### config.mk
export PLATFORM = sky130hd
export DESIGN_NAME = hex7seg_scan
export DESIGN_NICKNAME = d
export VERILOG_FILES = /design/src/rtl/hex7seg_pkg.sv /design/src/rtl/hex_seg_dec.sv /design/src/rtl/hex7seg_scan.sv
export SDC_FILE = /design/constraint.sdc
export NUM_CORES = 1
export LEC_CHECK = 0
export ABC_AREA = 1
export CAP_MARGIN = 25
export CORE_ASPECT_RATIO = 0.8
export CORE_MARGIN = 2
export CORE_UTILIZATION = 55
export CTS_CLUSTER_DIAMETER = 80
export DETAILED_ROUTE_END_ITERATION = 6
export MAX_ROUTING_LAYER = met4
export PLACE_DENSITY = 0.77
export SLEW_MARGIN = 10
export SYNTH_ARGS = -nofsm -noshare
export SYNTH_HDL_FRONTEND = slang
export SYNTH_SLANG_ARGS = --single-unit
### constraint.sdc
create_clock -name clk_i -period 5.78 [get_ports clk_i]
set_input_delay 0.867 -clock clk_i [delete_from_list [all_inputs] [get_ports clk_i]]
set_output_delay 0.867 -clock clk_i [all_outputs]
set_load 0.05 [all_outputs]
### src/rtl/hex7seg_pkg.sv
// Shared glyph constants and width helpers for the hex 7-segment scanner.
// Glyphs are active-low, bit order g f e d c b a.
package hex7seg_pkg;

    localparam logic [6:0] SEG_0   = 7'h40;
    localparam logic [6:0] SEG_1   = 7'h79;
    localparam logic [6:0] SEG_2   = 7'h24;
    localparam logic [6:0] SEG_3   = 7'h30;
    localparam logic [6:0] SEG_4   = 7'h19;
    localparam logic [6:0] SEG_5   = 7'h12;
    localparam logic [6:0] SEG_6   = 7'h02;
    localparam logic [6:0] SEG_7   = 7'h78;
    localparam logic [6:0] SEG_8   = 7'h00;
    localparam logic [6:0] SEG_9   = 7'h10;
    localparam logic [6:0] SEG_A   = 7'h08;
    localparam logic [6:0] SEG_B   = 7'h03;
    localparam logic [6:0] SEG_C   = 7'h46;
    localparam logic [6:0] SEG_D   = 7'h21;
    localparam logic [6:0] SEG_E   = 7'h06;
    localparam logic [6:0] SEG_F   = 7'h0E;
    localparam logic [6:0] SEG_OFF = 7'h7F;

    function automatic int slot_cnt_width(input int prescale);
        return $clog2(prescale);
    endfunction

    function automatic int digit_idx_width(input int digits);
        return (digits > 1) ? $clog2(digits) : 1;
    endfunction

endpackage

### src/rtl/hex_seg_dec.sv
// Combinational 4-bit hex nibble to active-low 7-segment glyph decoder.
module hex_seg_dec
    import hex7seg_pkg::*;
(
    input  logic [3:0] nib_i,
    output logic [6:0] seg_o
);

    always_comb begin
        seg_o = SEG_OFF;
        case (nib_i)
            4'h0: seg_o = SEG_0;
            4'h1: seg_o = SEG_1;
            4'h2: seg_o = SEG_2;
            4'h3: seg_o = SEG_3;
            4'h4: seg_o = SEG_4;
            4'h5: seg_o = SEG_5;
            4'h6: seg_o = SEG_6;
            4'h7: seg_o = SEG_7;
            4'h8: seg_o = SEG_8;
            4'h9: seg_o = SEG_9;
            4'hA: seg_o = SEG_A;
            4'hB: seg_o = SEG_B;
            4'hC: seg_o = SEG_C;
            4'hD: seg_o = SEG_D;
            4'hE: seg_o = SEG_E;
            default: seg_o = SEG_F;
        endcase
    end

endmodule

### src/rtl/hex7seg_scan.sv
// Time-multiplexed common-anode hex display driver with tear-free frame commit.
// Optional leading-zero blanking when HEX7SEG_LZB_EN is defined.
module hex7seg_scan
    import hex7seg_pkg::*;
#(
    parameter int DIGITS   = 4,
    parameter int PRESCALE = 50000
) (
    input  logic                  clk_i,
    input  logic                  rst_i,
    input  logic [4*DIGITS-1:0]   value_i,
    input  logic [DIGITS-1:0]     dp_i,
    input  logic [DIGITS-1:0]     blank_i,
    input  logic                  load_i,
    input  logic [2:0]            bright_i,
    output logic [6:0]            seg_o,
    output logic                  dp_o,
    output logic [DIGITS-1:0]     an_o,
    output logic                  frame_o,
    output logic                  pending_o
);

    localparam int              CW        = slot_cnt_width(PRESCALE);
    localparam int              IW        = digit_idx_width(DIGITS);
    localparam int              PHASE_LEN = PRESCALE / 8;
    localparam logic [CW-1:0]   CNT_LAST  = CW'(PRESCALE - 1);
    localparam logic [IW-1:0]   IDX_LAST  = IW'(DIGITS - 1);

    logic [CW-1:0]         cnt_q, cnt_d;
    logic [IW-1:0]         idx_q, idx_d;
    logic [4*DIGITS-1:0]   sh_val_q, sh_val_d;
    logic [DIGITS-1:0]     sh_dp_q, sh_dp_d;
    logic [DIGITS-1:0]     sh_blank_q, sh_blank_d;
    logic                  pending_q, pending_d;
    logic [4*DIGITS-1:0]   dsp_val_q, dsp_val_d;
    logic [DIGITS-1:0]     dsp_dp_q, dsp_dp_d;
    logic [DIGITS-1:0]     dsp_blank_q, dsp_blank_d;
    logic [DIGITS-1:0]     an_q, an_d;
    logic [6:0]            seg_q, seg_d;
    logic                  dp_q, dp_d;
    logic                  frame_q, frame_d;

    logic                  commit;
    logic [DIGITS-1:0]     eff_blank;
    logic [CW-1:0]         phase;
    logic                  lit_slot;
    logic [3:0]            cur_nib;
    logic                  cur_dp;
    logic                  cur_blank;
    logic [6:0]            cur_glyph;

`ifdef HEX7SEG_LZB_EN
    logic [DIGITS-1:0]     lzb_q, lzb_d;
    logic [DIGITS-1:0]     lzb_calc;
    logic                  lzb_seen;

    // Blank zeros from the top digit down until the first nonzero; digit 0 always shows.
    always_comb begin
        lzb_calc = '0;
        lzb_seen = 1'b0;
        for (int k = DIGITS - 1; k >= 1; k--) begin
            if (!lzb_seen && (sh_val_q[4*k +: 4] == 4'h0)) begin
                lzb_calc[k] = 1'b1;
            end else begin
                lzb_seen = 1'b1;
            end
        end
    end

    assign eff_blank = dsp_blank_q | lzb_q;
`else
    assign eff_blank = dsp_blank_q;
`endif

    assign commit = (cnt_q == CNT_LAST) && (idx_q == IDX_LAST);

    always_comb begin
        cnt_d = cnt_q + CW'(1);
        idx_d = idx_q;
        if (cnt_q == CNT_LAST) begin
            cnt_d = '0;
            idx_d = (idx_q == IDX_LAST) ? '0 : idx_q + IW'(1);
        end
    end

    // A load on the commit cycle still commits the old shadow, so pending stays set.
    always_comb begin
        sh_val_d    = sh_val_q;
        sh_dp_d     = sh_dp_q;
        sh_blank_d  = sh_blank_q;
        pending_d   = pending_q;
        dsp_val_d   = dsp_val_q;
        dsp_dp_d    = dsp_dp_q;
        dsp_blank_d = dsp_blank_q;
`ifdef HEX7SEG_LZB_EN
        lzb_d       = lzb_q;
`endif
        if (commit) begin
            pending_d = 1'b0;
            if (pending_q) begin
                dsp_val_d   = sh_val_q;
                dsp_dp_d    = sh_dp_q;
                dsp_blank_d = sh_blank_q;
`ifdef HEX7SEG_LZB_EN
                lzb_d       = lzb_calc;
`endif
            end
        end
        if (load_i) begin
            sh_val_d   = value_i;
            sh_dp_d    = dp_i;
            sh_blank_d = blank_i;
            pending_d  = 1'b1;
        end
    end

    always_comb begin
        cur_nib   = 4'h0;
        cur_dp    = 1'b0;
        cur_blank = 1'b1;
        for (int k = 0; k < DIGITS; k++) begin
            if (idx_q == IW'(k)) begin
                cur_nib   = dsp_val_q[4*k +: 4];
                cur_dp    = dsp_dp_q[k];
                cur_blank = eff_blank[k];
            end
        end
    end

    hex_seg_dec u_dec (
        .nib_i (cur_nib),
        .seg_o (cur_glyph)
    );

    // Cycle 0 of every slot is dead time so the previous digit's anode can discharge.
    assign phase    = cnt_q / CW'(PHASE_LEN);
    assign lit_slot = (cnt_q != '0) && (phase <= CW'(bright_i));

    always_comb begin
        an_d = '1;
        for (int k = 0; k < DIGITS; k++) begin
            if (idx_q == IW'(k)) begin
                an_d[k] = ~(lit_slot && !eff_blank[k]);
            end
        end
        seg_d   = cur_blank ? SEG_OFF : cur_glyph;
        dp_d    = cur_blank | ~cur_dp;
        frame_d = (cnt_q == '0) && (idx_q == '0);
    end

    always_ff @(posedge clk_i or posedge rst_i) begin
        if (rst_i) begin
            cnt_q       <= '0;
            idx_q       <= '0;
            sh_val_q    <= '0;
            sh_dp_q     <= '0;
            sh_blank_q  <= '1;
            pending_q   <= 1'b0;
            dsp_val_q   <= '0;
            dsp_dp_q    <= '0;
            dsp_blank_q <= '1;
`ifdef HEX7SEG_LZB_EN
            lzb_q       <= '0;
`endif
            an_q        <= '1;
            seg_q       <= SEG_OFF;
            dp_q        <= 1'b1;
            frame_q     <= 1'b0;
        end else begin
            cnt_q       <= cnt_d;
            idx_q       <= idx_d;
            sh_val_q    <= sh_val_d;
            sh_dp_q     <= sh_dp_d;
            sh_blank_q  <= sh_blank_d;
            pending_q   <= pending_d;
            dsp_val_q   <= dsp_val_d;
            dsp_dp_q    <= dsp_dp_d;
            dsp_blank_q <= dsp_blank_d;
`ifdef HEX7SEG_LZB_EN
            lzb_q       <= lzb_d;
`endif
            an_q        <= an_d;
            seg_q       <= seg_d;
            dp_q        <= dp_d;
            frame_q     <= frame_d;
        end
    end

    assign an_o      = an_q;
    assign seg_o     = seg_q;
    assign dp_o      = dp_q;
    assign frame_o   = frame_q;
    assign pending_o = pending_q;

endmodule

Yosys cells after proc, flatten, opt, wreduce, memory -nomap -nowiden
Memories as Yosys holds them, arrays and structs flattened.
Cells that the tools add are included.
Cells by class
  muxes and demuxes: 21
  shifts and indexed selects: 0
  add/sub/neg operators: 2
  divide/modulo/power cells: 1
  multipliers: 0
  $lt $le $gt $ge: 1
  equal/unequal tests: 4
  bitwise operators: 6
  reductions and logical operators: 16
Operators by type and width (count)
  16-bit by 1-bit adder with 16-bit output (second input constant): 1
  16-bit by 13-bit divider with 16-bit output (second input constant): 1
  16-bit == test (second input constant): 1
  16-bit by 3-bit <= comparator with 1-bit output: 1
  16-bit zero test: 1
  16-bit two-way mux: 1
  4-bit two-way mux: 4
  16-bit nonzero test: 1
  1-bit two-way mux: 14
  1-bit logical AND: 7
  7-bit two-way mux: 1
  1-bit NOT: 5
  2-bit == test (second input constant): 2
  1-bit zero test: 4
  2-bit by 1-bit adder with 2-bit output (second input constant): 1
  2-bit by 1-bit == test with 1-bit output (second input constant): 1
  2-bit zero test: 1
  2-bit two-way mux: 1
  2-bit AND reduction: 1
  2-bit nonzero test: 1
  1-bit OR: 1
Storage, ports and cells
  input bits: 30
  bits in latches: 0
  bits in registers: 80
  output and inout bits: 14
  memory bits (read-only): 112
  logic and storage cells: 65
  memories kept: 1
  RAM bits: 0
Memories
  (name not given): words 16, bits a word 7, read ports 1, clocked after memory_dff 0, wr ports 0, RTL line hex_seg_dec.sv:11  | case (nib_i)

Longest topological paths before layout
Gate-level depths: netlist of run 1.
  depth after elaboration: 7
  mapped depth: 39
  mapped depth without buffers: 37

Modules after synthesis
From an unflattened synthesis of run 1, not the netlist that was laid out.
Unflattened totals
  cells, all modules: 766
  area total of the unflattened synthesis: 5373.9 sq um
Modules (own cells, without submodules)
  hex7seg_scan: seq. area each 2026.9 sq um, area each 5099.9 sq um, cells each 717, instances 1
  hex_seg_dec: seq. area each 0.0 sq um, area each 274.0 sq um, cells each 49, instances 1

Worst setup path before layout of run 1
OpenSTA, ideal clock, no wires.
  path type: reg-to-reg
  from: register cnt_q[12]
  to: register an_q[0], in the netlist an_o[0]
  path buffers: 4
  setup slack: 2.005 ns
  period minus slack after synthesis: 3.775 ns
  data required time: 5.689 ns
  arrival time: 3.684 ns
  setup time: 0.091 ns
  cell stages (with the launch flop): 36
  cell sequence: dfrtp_1 -> buf_6 -> nor2_2 -> nand2_1 -> nor2_2 -> nand2_4 -> nand3_4 -> buf_6 -> nor2_1 -> nor2_2 -> nand3_4 -> a21oi_2 -> nand3_4 -> buf_6 -> nand3_2 -> nand2_4 -> nor2_4 -> nand2_4 -> nand2_4 -> nand2_4 -> nand2_4 -> buf_8 -> nand2_2 -> nand2_1 -> inv_1 -> nor2_2 -> nand3_1 -> a21oi_1 -> ha_1 -> inv_1 -> a21oi_1 -> nor2_1 -> o21ai_0 -> nand2_1 -> nor2_1 -> nand3_1
Between the ends
  longest elaborated chain between the ends: 6
  elaborated cells between the ends (all ways): 7
  those cells by class: div: 1; order compare: 1; mux: 1; bitwise: 1; reduce/logical: 3
Ends and longest elaborated chain
  start, declared: RTL line hex7seg_scan.sv:29  | logic [CW-1:0] cnt_q, cnt_d;
  start signal, assigned: RTL line hex7seg_scan.sv:170  | cnt_q <= cnt_d;
  16-bit by 13-bit divider with 16-bit output: RTL line hex7seg_scan.sv:136  | assign phase = cnt_q / CW'(PHASE_LEN);
  16-bit by 3-bit <= comparator with 1-bit output: RTL line hex7seg_scan.sv:137  | assign lit_slot = (cnt_q != '0) && (phase <= CW'(bright_i));
  1-bit logical AND (*): RTL line hex7seg_scan.sv:137
  1-bit logical AND (*): RTL line hex7seg_scan.sv:143  | an_d[k] = ~(lit_slot && !eff_blank[k]);
  1-bit NOT (*): RTL line hex7seg_scan.sv:143
  1-bit two-way mux (*): RTL line hex7seg_scan.sv:142  | if (idx_q == IW'(k)) begin
  net an_d[0]: RTL line hex7seg_scan.sv:38  | logic [DIGITS-1:0] an_q, an_d;
  end signal, assigned: RTL line hex7seg_scan.sv:182  | an_q <= an_d;
  end, declared: RTL line hex7seg_scan.sv:38
The timed path passes the listed nets; every way through them passes the cells marked *.
A chain may end at the register's enable or synchronous reset.

Final worst setup path of run 1
  from: register cnt_q[5]
  to: register an_q[0], in the netlist an_o[0]
The elaborated chain is that of the path after synthesis.

==> flow_metrics.tcl, run 1 <==
set metrics [dict create \
    rr_worst_depth 34 \
    viasPerCell 5.32 \
    cts_hold_buf 0 \
    totalPowerFinal_mw 1.23 \
    slowest_delay_ps 520 \
    required_ps 6030 \
    synth_ff_type "dfrtp_1" \
    finalCriticalPeriod_ps 4650 \
    power.net_switching_mw 0.250 \
    min_path_type "flip-flop to flip-flop" \
    insertion_delay_ps 330 \
    vias 4456 \
    worstSetupEndpointType "flip-flop" \
    fmax_mhz 215 \
    hpwl_mm 8.66 \
    syn_to_final_growth_pct 16.1 \
    top_layer_used "met4" \
    portBuffers 43 \
    yosys_warnings 0 \
    holdPathStages 1 \
    cts_buffers 9 \
    first_global_vias 4167 \
    worstSetupPathType "flip-flop to flip-flop" \
    cp.arrival_ps 4890 \
    n_fill_cell 793 \
    drv_slew 0 \
    ios 44 \
    p_leak_nw 2.95 \
    syn_inst 682 \
    finalHoldViolCount 0 \
    synth_area_mm2 0.00503 \
    final_cell_mix "nand2_1, inv_1, o21ai_0" \
    vdd_drop_max_uv 238 \
    worst_pin_slew_ps 603 \
    synth_fp_nets 728 \
    gr-total-overflow 0 \
    rsz0062_at_grt "false" \
    final_common_cell "nand2_1" \
    diodes 0 \
    ys_seq_area_share_pct 40.3 \
    htreeDepth 3 \
    synth_cell_type_count 43 \
    max_cap_viol_count 0 \
    clkSlewWorstSetupHoldPaths_ps 60 \
    die-area_mm2 0.00994 \
    p_sw_share_pct 20.3 \
    cts_resized 0 \
    setup_viol_count_final 0 \
    cts-root-buf "clkbuf_16" \
    wire_per_inst_um 13.7 \
    die_h_um 89.6 \
    final_core_util_pct 65.2 \
    nets 764 \
    crit_path_top_delay_cell "dfrtp_1" \
    syn_avg_cell_area_um2 7.38 \
    synth.top_cell.area_share_pct 29.8 \
    cts_tree "done" \
    cp-start-kind "flip-flop" \
    min_period_over_period_pct 80.4 \
    async_flop_share_pct 100 \
    powerDensity_mw_per_mm2 211 \
    ant_nets 0 \
    fin_worst_skew_ps 5.43 \
    placed_area_mm2 0.00550 \
    antenna_found_initial 0 \
    m1WireLength_mm 5.65 \
    p_int_mw 0.982 \
    routed_wl_mm 11.5 \
    clock_sinks 80 \
    coreArea_mm2 0.00896 \
    post-cts-setup-buffer-count 0 \
    start_util_pct 56.2 \
    status "complete, no violations" \
    power_frac_seq_pct 47.3 \
    clockBufferDepth 2 \
    synth_edf_count 0 \
    finalSetupTns_ps 0 \
    p_comb_share_pct 4.9 \
    whs_ps 450 \
    wl_met2_mm 5.10 \
    grt_start_max_net_pins 52 \
    drt-initial-drc-count 301 \
    track_usage_pct 25.2 \
    ys_ff_latch 80 \
    netlist.top_cell.by_area "dfrtp_1" \
    yosys-top-cells-area "dfrtp_1, nand2_1, dfstp_2, inv_1, o21ai_0" \
    crit_fanout 15 \
    crit_path_frequent_cell "nand2_1" \
    routed-wl-met3_um 589 \
    gp_congestion 0.947 \
    max_slew_margin_pct 59.5 \
    clkPwrFrac_pct 47.9 \
    grt_first_pass_wirelength_mm 19.5 \
    drcViolationCount 0 \
    die_w_um 111 \
    final_cell_area_mm2 0.00584 \
    rows 31 \
    drive_above_1_share_pct 12.7 \
    first_pass_iters 5 \
]
-- cell type report --
| class | count | area (um2) | area share (%) |
|---|---|---|---|
| clock inverters | 6 | 85.1 | 1.46 |
| clock buffers | 10 | 229 | 3.92 |
| repair buffers | 49 | 483 | 8.27 |
| inverters | 99 | 372 | 6.36 |
| flip-flops and latches | 80 | 2030 | 34.7 |
| multi-input cells | 479 | 2500 | 42.8 |
| well taps | 115 | 144 | 2.46 |
-- metal layers --
| layer | track usage, % | vias up |
|---|---|---|
| li1 | - | 2235 |
| met1 | 34.1 | 2100 |
| met4 | 5.91 | 0 |
| met5 | - | - |
| met2 | 40.3 | 108 |
| met3 | 4.50 | 13 |
-- worst max-delay path: cells and delay by family (launching register included) --
family,cells,cell delay (ps)
buffers and inverters,3,320
DFF,1,520
and+or+nand+nor,26,2980
adders and majority gates,1,160
AOI/OAI and AO/OA,4,550
-- power groups by stage --
stage	Combinational, mW	Clock (mW)	Sequential (mW)
3_3_place_gp	0.0577	0	0.591
2_1_floorplan	0.0289	0	0.591
3_5_place_dp	0.0598	0	0.592
5_1_grt	0.0698	0.623	0.583
6_report	0.0603	0.590	0.582
4_1_cts	0.0603	0.597	0.582
-- path summary, 6_finish.rpt --
kind | from | to | slack [ps]
setup / recovery | cnt_q[5]$_DFF_PP0_ | an_o[0]$_DFF_PP1_ | 1130
hold / removal | dsp_dp_q[3]$_DFFE_PP0P_ | dp_o$_DFF_PP1_ | 450
setup reg to reg | cnt_q[5]$_DFF_PP0_ | an_o[0]$_DFF_PP1_ | 1130
hold reg to reg | dsp_dp_q[3]$_DFFE_PP0P_ | dp_o$_DFF_PP1_ | 450
max in group asynchronous | rst_i | dsp_blank_q[3]$_DFFE_PP1P_ | 4010
min in group asynchronous | rst_i | cnt_q[13]$_DFF_PP0_ | 790
-- logic make-up after synthesis --
logic type,count (synthesis),synth area share [%]
compound gates,109,12.0
simple gates,345,32.2
fa+ha+maj,16,3.98
flops,80,40.3
xor+xnor,9,1.57
buf+inv,123,10.0
-- metrics by stage --
step	setup WS, ps	cells
floorplan	2010	682
global placement	1350	819
detailed placement	1220	819
CTS	1200	835
global route	643	838
finish	1130	838
-- Yosys cell counts, types with 3 or more instances --
| cell | instances |
|---|---|
| inv_1 | 92 |
| ha_1 | 16 |
| clkbuf_1 | 16 |
| dfstp_2 | 20 |
| nor2_2 | 6 |
| xor2_1 | 9 |
| nor3_1 | 8 |
| o21a_1 | 3 |
| o211ai_1 | 4 |
| nor2_4 | 5 |
| nor2_1 | 50 |
| o21ai_0 | 68 |
| dfrtp_1 | 60 |
| nand2_1 | 182 |
| buf_6 | 3 |
| a21oi_1 | 18 |
| inv_2 | 7 |
| nand4_1 | 12 |
| nand3_1 | 49 |
| nand2_4 | 7 |
| nand3_4 | 3 |
| nand2_2 | 15 |
-- registers in the layout, indices dropped and copies added (netlist names), 2 cells and up --
name / count
cnt_q: 16
dsp_val_q: 16
sh_val_q: 16
seg_o: 7
an_o: 4
dsp_blank_q: 4
dsp_dp_q: 4
sh_blank_q: 4
sh_dp_q: 4
idx_q: 2
Power figures use the tool's default switching activity.
==> run 2: changes to the inputs <==
--- a/config.mk
+++ b/config.mk
@@ -9,7 +9,7 @@
 export CAP_MARGIN = 25
 export CORE_ASPECT_RATIO = 0.8
 export CORE_MARGIN = 2
-export CORE_UTILIZATION = 55
+export CORE_UTILIZATION = 53
 export CTS_CLUSTER_DIAMETER = 80
 export DETAILED_ROUTE_END_ITERATION = 6
 export MAX_ROUTING_LAYER = met4
==> constraint.sdc (replaced) <==
create_clock -name clk_i -period 3.8 [get_ports clk_i]
set_input_delay 0.57 -clock clk_i [delete_from_list [all_inputs] [get_ports clk_i]]
set_output_delay 0.57 -clock clk_i [all_outputs]
set_load 0.05 [all_outputs]
==> run 2 against run 1 <==
Against the previous run: the run now ends with DRC, setup timing left; global-route usage increased by 3.7 points; critical path depth increased by 1; clock power increased by 58%; maximum frequency increased by 17%; die area increased by 3.6%; via count increased by 14%; clock skew increased by 4.0 ps; count of clock-buffer cells in the layout increased by 2; combinational power increased by 52%; largest cell class unchanged.
==> flow_metrics.tcl, run 2 (same netlist as run 1, synthesis figures left out) <==
set metrics [dict create \
    cp.arrival_ps 4210 \
    grt_start_max_net_pins 50 \
    routed_wl_mm 13.8 \
    wire_per_inst_um 14.6 \
    placed_area_mm2 0.00605 \
    gr-total-overflow 0 \
    vdd_drop_max_uv 327 \
    grt_first_pass_wirelength_mm 23.3 \
    required_ps 4060 \
    insertion_delay_ps 330 \
    final_cell_area_mm2 0.00697 \
    finalCriticalPeriod_ps 3960 \
    final_core_util_pct 76.2 \
    drcViolationCount 3 \
    clock_sinks 80 \
    p_leak_nw 3.54 \
    cts_hold_buf 0 \
    clockBufferDepth 2 \
    first_global_vias 4882 \
    antenna_found_initial 0 \
    gp_congestion 0.928 \
    die_h_um 91.2 \
    cts_buffers 9 \
    die-area_mm2 0.0103 \
    place_inst 892 \
    violations "DRC, setup timing" \
    max_slew_margin_pct 47.0 \
    cp-start-kind "flip-flop" \
    rsz0062_at_grt "true" \
    worstSetupEndpointType "flip-flop" \
    hpwl_mm 9.48 \
    setup_viol_count_final 4 \
    ant_nets 0 \
    fmax_mhz 253 \
    track_usage_pct 28.9 \
    reg2reg_slack_ps -160 \
    cts-root-buf "clkbuf_16" \
    htreeDepth 3 \
    status "complete, but fails checks" \
    final_cell_mix "nand2_1, buf_4, inv_1" \
    diodes 0 \
    slowest_delay_ps 440 \
    crit_buf_inv 9 \
    drive_above_1_share_pct 30.6 \
    path_delay_family "simple AND/OR/NAND/NOR gates" \
    die_w_um 113 \
    finalHoldViolCount 0 \
    coreArea_mm2 0.00915 \
    crit_fanout 7 \
    viasPerCell 5.35 \
    worstSetupPathType "flip-flop to flip-flop" \
    final_common_cell "nand2_1" \
    worst_pin_slew_ps 794 \
    crit_path_top_delay_cell "dfrtp_2" \
    drt-initial-drc-count 360 \
    portBuffers 43 \
    vias 5058 \
    place_ws_ps -341 \
    n_fill_cell 644 \
    first_pass_iters 6 \
    multi_input_area_mm2 0.00283 \
    cts_tree "done" \
    start_util_pct 55.0 \
    ios 44 \
    max_cap_viol_count 0 \
    seq_area_mm2 0.00203 \
    clkSlewWorstSetupHoldPaths_ps 60 \
    fin_worst_skew_ps 9.42 \
    finalSetupTns_ps -559 \
    syn_to_final_growth_pct 38.5 \
    fin_ws_ps -158 \
    min_period_over_period_pct 104 \
    rows 31 \
    stdcell_count 945 \
    powerDensity_mw_per_mm2 274 \
    reg_top3 "cnt_q (16), dsp_val_q (16), sh_val_q (16)" \
    min_path_type "flip-flop to flip-flop" \
    drv_slew 0 \
    nets 871 \
]
[run 2: cell count changes in the layout (fill, tap and decap cells not counted), moves of 6 or more]
cell	change
buf_4	+101
nand2_1	-22
nand2_2	+16
nand3_1	-8
nand3_2	+6
nor2_1	-12
nor2_2	+6
nor2_4	+6
[run 2: repair_timing]
| action | in CTS | in global routing |
|---|---|---|
| buffers inserted | 22 | 11 |
| pin swaps | 15 | 25 |
| resized for setup | 53 | 31 |
| setup endpoints to repair | 4 | 4 |
| gates cloned | 3 | 0 |
[run 2: area by class of cell]
type,instances,share of cell area (%)
multi-input combinational,482,40.6
tap,115,2.06
clock buffer,12,3.53
clock inverter,4,1.09
inverter,99,5.36
sequential,80,29.1
timing repair buffer,153,18.3
[run 2: path summary, 6_finish.rpt]
kind                                    startpoint                       end  cells after the start
setup / recovery                cnt_q[7]$_DFF_PP0_         an_o[0]$_DFF_PP1_                     35
hold reg to reg            dsp_dp_q[3]$_DFFE_PP0P_            dp_o$_DFF_PP1_                      1
min in group asynchronous                    rst_i  dsp_val_q[8]$_DFFE_PP0P_                      2
hold / removal             dsp_dp_q[3]$_DFFE_PP0P_            dp_o$_DFF_PP1_                      1
setup reg to reg                cnt_q[7]$_DFF_PP0_         an_o[0]$_DFF_PP1_                     35
max in group asynchronous                    rst_i         an_o[3]$_DFF_PP1_                      3
[run 2: per-layer routing]
layer,GRT usage [%],share of wire (%),up-vias
met5,-,0,-
met4,8.84,2.1,0
met3,7.08,6.5,38
met2,43.4,46,161
met1,39.0,45,2396
li1,-,-,2463
[run 2: stage by stage]
stage          power [mW]  hold WS (ps)
6_report             1.91           431
3_5_place_dp        0.991           424
2_1_floorplan       0.943           409
5_1_grt              1.98           465
3_3_place_gp        0.987           421
4_1_cts              1.92           433
[run 2: worst reg2reg max path: cells and delay by family, from the launching register on]
kind                     cells  cell delay, ps
AND/OR/NAND/NOR             21            1850
flip-flops                   1             440
buffers and inverters        9             870
adder cells (fa/ha/maj)      1             170
AO/OA/AOI/OAI                4             580
[run 2: report_power, final]
| group | internal (mW) | switching [mW] | leakage [nW] |
|---|---|---|---|
| logic | 0.0412 | 0.0504 | 2.40 |
| clock network | 0.596 | 0.339 | 0.153 |
| registers | 0.879 | 0.00589 | 0.987 |
==> run 3: changes to the inputs <==
--- a/config.mk
+++ b/config.mk
@@ -12,6 +12,7 @@
 export CORE_UTILIZATION = 53
 export CTS_CLUSTER_DIAMETER = 80
 export DETAILED_ROUTE_END_ITERATION = 6
+export GPL_TIMING_DRIVEN = 0
 export MAX_ROUTING_LAYER = met4
 export PLACE_DENSITY = 0.77
 export SLEW_MARGIN = 10
==> run 3 against run 2 <==
Against the previous run: the flow still finishes with violations (DRC, setup timing); die area unchanged; critical path depth increased by 3; count of clock-buffer cells in the layout decreased by 1; largest cell class unchanged.
==> flow_metrics.tcl, run 3 (same netlist as run 1, synthesis figures left out) <==
set metrics [dict create \
    p_leak_nw 3.41 \
    stdcell_count 924 \
    min_path_type "flip-flop to flip-flop" \
    clkSlewWorstSetupHoldPaths_ps 60 \
    status "complete, but fails checks" \
    wire_per_inst_um 15.3 \
    power.net_switching_mw 0.413 \
    vias 5048 \
    clkPwrFrac_pct 47.4 \
    drive_above_1_share_pct 28.6 \
    die_w_um 113 \
    die_h_um 91.2 \
    drv_slew 0 \
    violations "DRC, setup timing" \
    gp_congestion 0.893 \
    track_usage_pct 28.5 \
    rsz0062_at_grt "true" \
    fmax_mhz 229 \
    cts-root-buf "clkbuf_16" \
    r2r-end "an_o[0]$_DFF_PP1_" \
    seq_area_mm2 0.00203 \
    cts_tree "done" \
    diodes 0 \
    finalSetupTns_ps -2290 \
    power_frac_seq_pct 47.4 \
    drt-initial-drc-count 447 \
    max_cap_viol_count 0 \
    rows 31 \
    worst_pin_slew_ps 724 \
    cp-startpoint "cnt_q[10]$_DFF_PP0_" \
    clock_sinks 80 \
    htreeDepth 3 \
    cts_buffers 9 \
    die-area_mm2 0.0103 \
    fin_worst_skew_ps 11.9 \
    viasPerCell 5.46 \
    required_ps 4070 \
    coreArea_mm2 0.00915 \
    final_core_util_pct 74.8 \
    placed_area_mm2 0.00563 \
    cp-start-kind "flip-flop" \
    gr-total-overflow 0 \
    drcViolationCount 3 \
    start_util_pct 55.0 \
    n_fill_cell 655 \
    holdPathStages 1 \
    max_slew_margin_pct 51.4 \
    ant_nets 0 \
    setup_viol_count_final 4 \
    fin_ws_ps -575 \
    p_comb_share_pct 5.2 \
    min_period_over_period_pct 115 \
    min_to "dp_o$_DFF_PP1_" \
    place_ws_ps -967 \
    slowest_delay_ps 460 \
    finalCriticalPeriod_ps 4370 \
    place_inst 840 \
    reg2reg_slack_ps -570 \
    crit_path_top_delay_cell "dfrtp_2" \
    hp-start "dsp_dp_q[3]$_DFFE_PP0P_" \
    insertion_delay_ps 340 \
    crit_path_frequent_cell "nand2_4" \
    grt_start_max_net_pins 68 \
    first_pass_iters 7 \
    vdd_drop_max_uv 324 \
    worstSetupEndpointType "flip-flop" \
    p_int_mw 1.45 \
    cts_hold_buf 0 \
    clockBufferDepth 2 \
    rr_worst_depth 38 \
    portBuffers 42 \
    finalHoldViolCount 0 \
    syn_to_final_growth_pct 36.0 \
    first_global_vias 4971 \
    antenna_found_initial 0 \
    reg_top3 "cnt_q (16), dsp_val_q (16), sh_val_q (16)" \
    routed_wl_mm 14.1 \
    final_cell_area_mm2 0.00685 \
    worstSetupPathType "flip-flop to flip-flop" \
    final_common_cell "nand2_1" \
    final_cell_mix "nand2_1, inv_1, o21ai_0" \
    p_sw_share_pct 22.1 \
    crit_fanout 8 \
    worstReg2RegStart "cnt_q[10]$_DFF_PP0_" \
    cp.arrival_ps 4640 \
    grt_first_pass_wirelength_mm 23.1 \
    nets 850 \
    hpwl_mm 8.79 \
    multi_input_area_mm2 0.00280 \
    ios 44 \
    powerDensity_mw_per_mm2 273 \
]
run 3: power by group through the flow:
stage               clock network (mW)  registers (mW)  logic [mW]
floorplan                            0           0.899      0.0439
global placement                     0           0.899      0.0884
detailed placement                   0           0.899      0.0954
CTS                              0.893           0.885      0.0972
global route                     0.931           0.886       0.112
finish                           0.885           0.885      0.0975
run 3: worst max-delay path by stage:
stage,slack [ps],to,cells past startpoint
after floorplan,30,an_o[0]$_DFF_PP1_,35
after global placement,-900,an_o[1]$_DFF_PP1_,34
after detailed placement,-970,an_o[1]$_DFF_PP1_,34
after CTS,-460,an_o[1]$_DFF_PP1_,36
after global routing,-860,an_o[0]$_DFF_PP1_,38
final,-570,an_o[0]$_DFF_PP1_,38
run 3: area by class of cell:
class	instances	area share, %
Inverter	99	5.56
Tap cell	115	2.10
Clock buffer	11	3.55
Multi-Input combinational cell	479	40.9
Clock inverter	5	0.932
Timing Repair Buffer	111	15.0
Sequential cell	80	29.7
Buffer	24	2.25
run 3: routing by layer:
metal / wire [um] / up-vias / GRT usage (%) / part of all wire (%)
met3: 881 / 27 / 6.28 / 6.2
met4: 255 / 0 / 5.08 / 1.8
met5: 0 / - / - / 0
li1: - / 2423 / - / -
met1: 6340 / 2395 / 38.0 / 45
met2: 6620 / 203 / 45.5 / 47
run 3: timing repair:
| item | in CTS | in global routing |
|---|---|---|
| pin swaps | 28 | 26 |
| setup buffers | 53 | 14 |
| gates resized for setup | 76 | 34 |
| gates cloned | 1 | 0 |
| endpoints found under the setup margin | 4 | 4 |
run 3: worst max-delay path: cells and delay by family (launching register included):
| family | cells | cell delay, ps |
|---|---|---|
| compound gates | 3 | 480 |
| simple gates | 28 | 2580 |
| fa+ha+maj | 1 | 160 |
| flops | 1 | 460 |
| buf+inv | 6 | 600 |
run 3: stage by stage:
step           hold WS [ps]  power [mW]
4_1_cts                 452        1.87
6_report                452        1.87
2_1_floorplan           409       0.943
3_5_place_dp            443       0.995
5_1_grt                 490        1.93
3_3_place_gp            428       0.987
